[config.mk]
export PLATFORM = sky130hd
export DESIGN_NAME = alu_bus_controller
export DESIGN_NICKNAME = d
export VERILOG_FILES = /design/src/rtl/alu_bus_controller.sv
export SDC_FILE = /design/constraint.sdc
export NUM_CORES = 1
export LEC_CHECK = 0
export ABC_AREA = 1
export BUFFER_PORTS_ARGS = -buffer_cell sky130_fd_sc_hd__buf_2
export CAP_MARGIN = 10
export CORE_ASPECT_RATIO = 2
export CORE_MARGIN = 4
export CORE_UTILIZATION = 45
export DETAILED_ROUTE_END_ITERATION = 12
export GPL_ROUTABILITY_DRIVEN = 0
export PLACE_DENSITY = 0.72
export SLEW_MARGIN = 20
export SYNTH_ARGS = -nofsm -noshare
export SYNTH_HDL_FRONTEND = slang
export SYNTH_SLANG_ARGS = --single-unit
[constraint.sdc]
create_clock -name Clk -period 1.26 [get_ports Clk]
set_input_delay 0.126 -clock Clk [delete_from_list [all_inputs] [get_ports Clk]]
set_output_delay 0.126 -clock Clk [all_outputs]
set_load 0.1 [all_outputs]
[src/rtl/alu_bus_controller.sv]
// Requesting-side sequencer for the 4-bit arithmetic unit: latches an add/sub request,
// holds EnableAlu for SETTLE_CYCLES, captures IB_Alu/Carry. Optional macro: ALU_ACCUMULATE_EN.
//
// state  | meaning
// IDLE   | Ready=1, waiting for Start
// SETUP  | operands driven and stable, EnableAlu still low
// SETTLE | EnableAlu high, settle counter runs down to zero
// DONE   | Result/flags updated, one-cycle Done pulse
module alu_bus_controller #(
    parameter int SETTLE_CYCLES = 2,
    parameter int CNT_W         = 4
) (
    input  logic       Clk,
    input  logic       nReset,
    input  logic       Start,
    input  logic       Op,
    input  logic [3:0] OpA,
    input  logic [3:0] OpB,
    input  logic       Abort,
`ifdef ALU_ACCUMULATE_EN
    input  logic       AccMode,
`endif
    output logic       Ready,
    output logic       Done,
    output logic [3:0] Result,
    output logic       CarryFlag,
    output logic       ZeroFlag,
    output logic       OverflowFlag,
    output logic [3:0] AluA,
    output logic [3:0] AluB,
    output logic       AddSub,
    output logic       EnableAlu,
    input  logic [3:0] IB_Alu,
    input  logic       AluCarry
);

    typedef enum logic [1:0] {
        S_IDLE   = 2'd0,
        S_SETUP  = 2'd1,
        S_SETTLE = 2'd2,
        S_DONE   = 2'd3
    } state_t;

    localparam logic [CNT_W-1:0] CNT_LOAD = CNT_W'(SETTLE_CYCLES - 1);
    localparam logic [CNT_W-1:0] CNT_ONE  = CNT_W'(1);

    state_t           state_q;
    state_t           state_d;
    logic [CNT_W-1:0] cnt_q;
    logic             start_ok;
    logic             abort_ok;
    logic             cnt_tc;
    logic             capture;
    logic             ready_d;
    logic             enable_d;
    logic             done_d;
    logic             ovf_d;
    logic [3:0]       b_src;

    assign start_ok = (state_q == S_IDLE) && Start;
    assign abort_ok = Abort && ((state_q == S_SETUP) || (state_q == S_SETTLE));
    assign cnt_tc   = (cnt_q == '0);
    assign capture  = (state_q == S_SETTLE) && cnt_tc && !Abort;

`ifdef ALU_ACCUMULATE_EN
    assign b_src = AccMode ? Result : OpB;
`else
    assign b_src = OpB;
`endif

    always_ff @(posedge Clk or negedge nReset) begin
        if (!nReset) begin
            state_q <= S_IDLE;
        end else begin
            state_q <= state_d;
        end
    end

    always_comb begin
        state_d = state_q;
        unique case (state_q)
            S_IDLE: begin
                if (Start) begin
                    state_d = S_SETUP;
                end
            end
            S_SETUP: begin
                state_d = Abort ? S_IDLE : S_SETTLE;
            end
            S_SETTLE: begin
                if (Abort) begin
                    state_d = S_IDLE;
                end else if (cnt_tc) begin
                    state_d = S_DONE;
                end
            end
            S_DONE: begin
                state_d = S_IDLE;
            end
            default: begin
                state_d = S_IDLE;
            end
        endcase
    end

    // Handshake outputs are registered, so they are decoded from the next state.
    always_comb begin
        ready_d  = 1'b0;
        enable_d = 1'b0;
        done_d   = 1'b0;
        unique case (state_d)
            S_IDLE:   ready_d  = 1'b1;
            S_SETTLE: enable_d = 1'b1;
            S_DONE:   done_d   = 1'b1;
            default:  ready_d  = 1'b0;
        endcase
    end

    always_ff @(posedge Clk or negedge nReset) begin
        if (!nReset) begin
            Ready     <= 1'b1;
            EnableAlu <= 1'b0;
            Done      <= 1'b0;
        end else begin
            Ready     <= ready_d;
            EnableAlu <= enable_d;
            Done      <= done_d;
        end
    end

    always_ff @(posedge Clk or negedge nReset) begin
        if (!nReset) begin
            cnt_q <= '0;
        end else if (state_q == S_SETUP) begin
            cnt_q <= CNT_LOAD;
        end else if ((state_q == S_SETTLE) && !cnt_tc && !abort_ok) begin
            cnt_q <= cnt_q - CNT_ONE;
        end
    end

    // Operand lines only move on an accepted Start, so they are frozen while EnableAlu is high.
    always_ff @(posedge Clk or negedge nReset) begin
        if (!nReset) begin
            AluA   <= 4'h0;
            AluB   <= 4'h0;
            AddSub <= 1'b0;
        end else if (start_ok) begin
            AluA   <= OpA;
            AluB   <= b_src;
            AddSub <= Op;
        end
    end

    // Sub is B-A, so signed overflow compares against B's sign instead of A's.
    always_comb begin
        if (AddSub) begin
            ovf_d = (AluA[3] != AluB[3]) && (IB_Alu[3] != AluB[3]);
        end else begin
            ovf_d = (AluA[3] == AluB[3]) && (IB_Alu[3] != AluA[3]);
        end
    end

    always_ff @(posedge Clk or negedge nReset) begin
        if (!nReset) begin
            Result       <= 4'h0;
            CarryFlag    <= 1'b0;
            ZeroFlag     <= 1'b0;
            OverflowFlag <= 1'b0;
        end else if (capture) begin
            Result       <= IB_Alu;
            CarryFlag    <= AluCarry;
            ZeroFlag     <= (IB_Alu == 4'h0);
            OverflowFlag <= ovf_d;
        end
    end

endmodule

==> results <==
- The flow ran to the end, but the final reports show violations.
- The checks that failed: negative setup slack.
- The share of layout cells above drive strength 1 is 60.3%.
- The Yosys step of the flow raised 0 warnings.
- The largest net degree at the start of global routing is 26.
- The final critical path takes up 110% of the cycle.
- Clock latency on the worst-skew pair, taken at its later pin, is 0.27 ns.
- The die covers around 3600 µm².
- The first detailed-routing pass took 4 iterations.
- In this run the number of H-tree levels came out at 1.
- From synthesis to final layout, the design area changed by 44.6%.
- The most used flip-flop cell after synthesis is dfrtp_1.
- Cells fill a little under 70% of the core in the end.
- The number of cells in the finished layout apart from fillers is between 200 and 250.
- Setup violations remaining at the end of the flow were counted as 14.
- The total global routing overflow is 0.
- Data on the critical path is required at its endpoint by 1.44 ns.
- Of the post-synthesis cell area, the dominant cell type holds 50.1%.
- The sum of net half-perimeters after detailed placement is approximately 2000 µm.
- Synthesis produced a netlist whose cell count is 122.
- In the final layout, the multi-input gates occupy ~620 µm².
- In the post-synthesis netlist, the biggest area contributors are dfrtp_1 (50%), nand2_1 (9.4%), mux2_2 (8.5%), ha_1 (6.3%), inv_1 (5.0%).
- Across every metal layer, demand over resource in global routing totals 16.0%.
- The average wire length per cell after detail routing is 13.6 µm.
- The first global-routing pass estimated about 4200 µm of wire.
- The placeable core region is roughly 2600 µm².
- The fmax is between 0.7 and 0.8 GHz.
- The setup path with the least slack is of type register to register.
- The clock tree root buffer cell is clkbuf_8.
- The TritonCTS clock tree is yes.
- Summing over every cut layer, the via total after detailed routing is 1004.
- For the worst setup path, the data arrival time is 1.56 ns.
- The worst register-to-register path ends at EnableAlu.
- The number of cells on the worst reg-to-reg path is 11.
- Among the stages of the critical path, the cell type that occurs most often is nand2_2.
- After the first detailed-routing iteration, the DRC count stood at 13.
- The die is 81.0 µm tall.
- The signal on the critical path passes through buf_6 > ha_4 > inv_4 > nor2_4 > buf_4 > nand2_2 > nand2_2 > nand2_4 > nand2_4 > nand2_2 > inv_2.
- The startpoint identified for the worst register-to-register timing path is state_q[1].
- The number of global-route vias before repair came to about 1000.
- The total standard cell area after synthesis is around 1200 µm².
- The width of the chip is around 44 µm.
- For the final database, setup skew stands at 0.000902 ns.
- During placement, the flow inserted port buffers numbering 36.
- The worst reg-to-reg setup slack is -0.13 ns.
- STA classifies the critical path startpoint as a register.
- The hold path startpoint is AluCarry.
- The post-detailed-routing wire length is between 2000 and 3000 µm.
- The antenna diode count is 0.
- Of all nets on the critical path, the largest fanout is 3.
- STA classifies the critical path endpoint as a register.
- Max-cap violations in this run came to 0.
- In this design, the stage delay of the slowest critical-path cell is approximately 0.45 ns.
- The async set-or-reset flop fraction in the synthesized netlist is 100%.
- The via density per instance is 4.85.
- The count of cell types in the netlist is 21.
- The number of inserted filler cells in the final layout is 202.
- In this run the worst hold path is classified as input pin to register.
- The slack of the critical path is -0.126 ns.
- For hold timing, the worst endpoint is CarryFlag.
- Yosys mapped a number of flops with a built-in enable equal to 0.
- The transition time at the pin with the least slew margin is 0.559 ns.
- The kind of cell with the highest combined delay along the critical path is flip-flops.
- The net count of the finished layout is a little over 200.
- For this design the top-level I/O count stands at 37.
- The sequential cells in the finished layout cover a total of 632 µm².
- Setup repair after global routing could not meet its margin everywhere.
- The cell with the most instances after synthesis is nand2_1.
- By count the netlist is led by nand2_1 (30), dfrtp_1 (24), inv_1 (16).
- The top cell type by total area after synthesis is dfrtp_1.
- For this configuration, the core starts out at a cell density of a little under half.
- The remaining antenna violation count is 0.
- The number of hold violations in the final report is 0.
- No sink is reached through more buffers than the 2 on the longest clock path.
- The floorplan has 26 rows.
- The final critical-path required period is around 1.4 ns.
- The number of clock sinks seen by CTS is 25.
- The worst hold path cell count is 3.
- Summing the sequential cell areas from Yosys gives a little over half of the chip area.
- Buffers inserted during clock tree synthesis total 3.
- The slowest stage of the critical path belongs to the cell dfrtp_2.
- After clock tree synthesis, the clock-pin slew on the worst setup and hold paths is 0.08 ns.
- The count of buffering cells on the critical path with inverters included is 4.
- Counting tap cells, the placed design contains a total of around 190 instances.
- The post-synthesis register bit count is 25.
- In the routed design, unresolved DRC markers number 0.
- Dividing the synthesized area by the synthesized cell count gives between 9 and 10 µm².
- Synthesis produced a netlist with a net count of 146.
- The count of final max-slew check failures is 0.
- The headroom to the max-slew limit is 62.8%.
- The number of antenna violations at the first check in global routing is 0.
[cells in the final DEF (no fill, tap or decap), types with 5 or more instances in the layout]
master	synthesis	routed
inv_2	2	6
nand2_4	1	7
nand2_1	30	22
nand3_1	6	5
mux2_2	9	9
buf_4	0	13
nand2_2	8	11
buf_2	0	34
inv_1	16	9
dfrtp_1	24	20
[area by class of cell]
class	instances	area share, %
clock buffer	3	2.38
multi-input combinational	80	35.6
sequential	25	36.5
tap	28	2.02
timing repair buffer	52	18.9
inverter	18	4.33
clock inverter	1	0.289
[stage by stage]
stage / worst slack [ns] / setup TNS [ns] / hold WS, ns / instance area [µm²]
2_1_floorplan: -0.00565 / -0.00565 / -0.170 / 1220
6_report: -0.126 / -1.04 / 0.0692 / 1730
3_3_place_gp: -0.106 / -1.32 / 0.137 / 1500
4_1_cts: -0.107 / -1.38 / 0.0615 / 1610
3_5_place_dp: -0.162 / -2.17 / 0.145 / 1500
5_1_grt: -0.181 / -2.06 / 0.0824 / 1730
[timing repair]
action                                  4_1_cts  5_1_grt
resized for setup                            12       21
endpoints found under the setup margin       24       25
hold endpoints to repair                     24        0
setup buffers                                 2        6
hold buffers                                  1        0
cloned                                        1        0
pin swaps                                     5        9
[layer usage]
metal,GRT usage [%],part of all wire [%]
met1,15.2,36
met2,30.4,58
met3,2.66,4.1
met4,8.46,2.0
met5,0,0
[sequential cells by signal, indices dropped and copies added, names as in the netlist]
name / flops
AluA: 4
AluB: 4
Result: 4
cnt_q: 4
state_q: 2
AddSub: 1
CarryFlag: 1
Done: 1
EnableAlu: 1
OverflowFlag: 1
Ready: 1
ZeroFlag: 1
[worst max-delay path by stage]
stage / startpoint / endpoint / slack (ns) / depth (start not counted)
floorplan: state_q[0] / Result[3] / -0.006 / 8
global placement: state_q[1] / cnt_q[3] / -0.11 / 8
detailed placement: state_q[1] / cnt_q[3] / -0.16 / 8
CTS: state_q[1] / cnt_q[3] / -0.11 / 8
global route: state_q[1] / EnableAlu / -0.18 / 11
finish: state_q[1] / EnableAlu / -0.13 / 11
[worst min-delay path, cell delays in order]
cell     delay (ns)
buf_2          0.07
nand2_1        0.05
nand2_2        0.06
[cell families after synthesis]
group | after synthesis | share of synthesized area, %
muxes | 9 | 8.46
xor gates and xnor gates | 2 | 1.46
adders and majority gates | 6 | 6.26
and+or+nand+nor | 52 | 21.2
DFF | 25 | 52.3
AOI/OAI and AO/OA | 10 | 4.70
buffers and inverters | 18 | 5.64
Power is not shown: default switching activity piles up to over one toggle a cycle in this logic, so the estimate is an artifact.
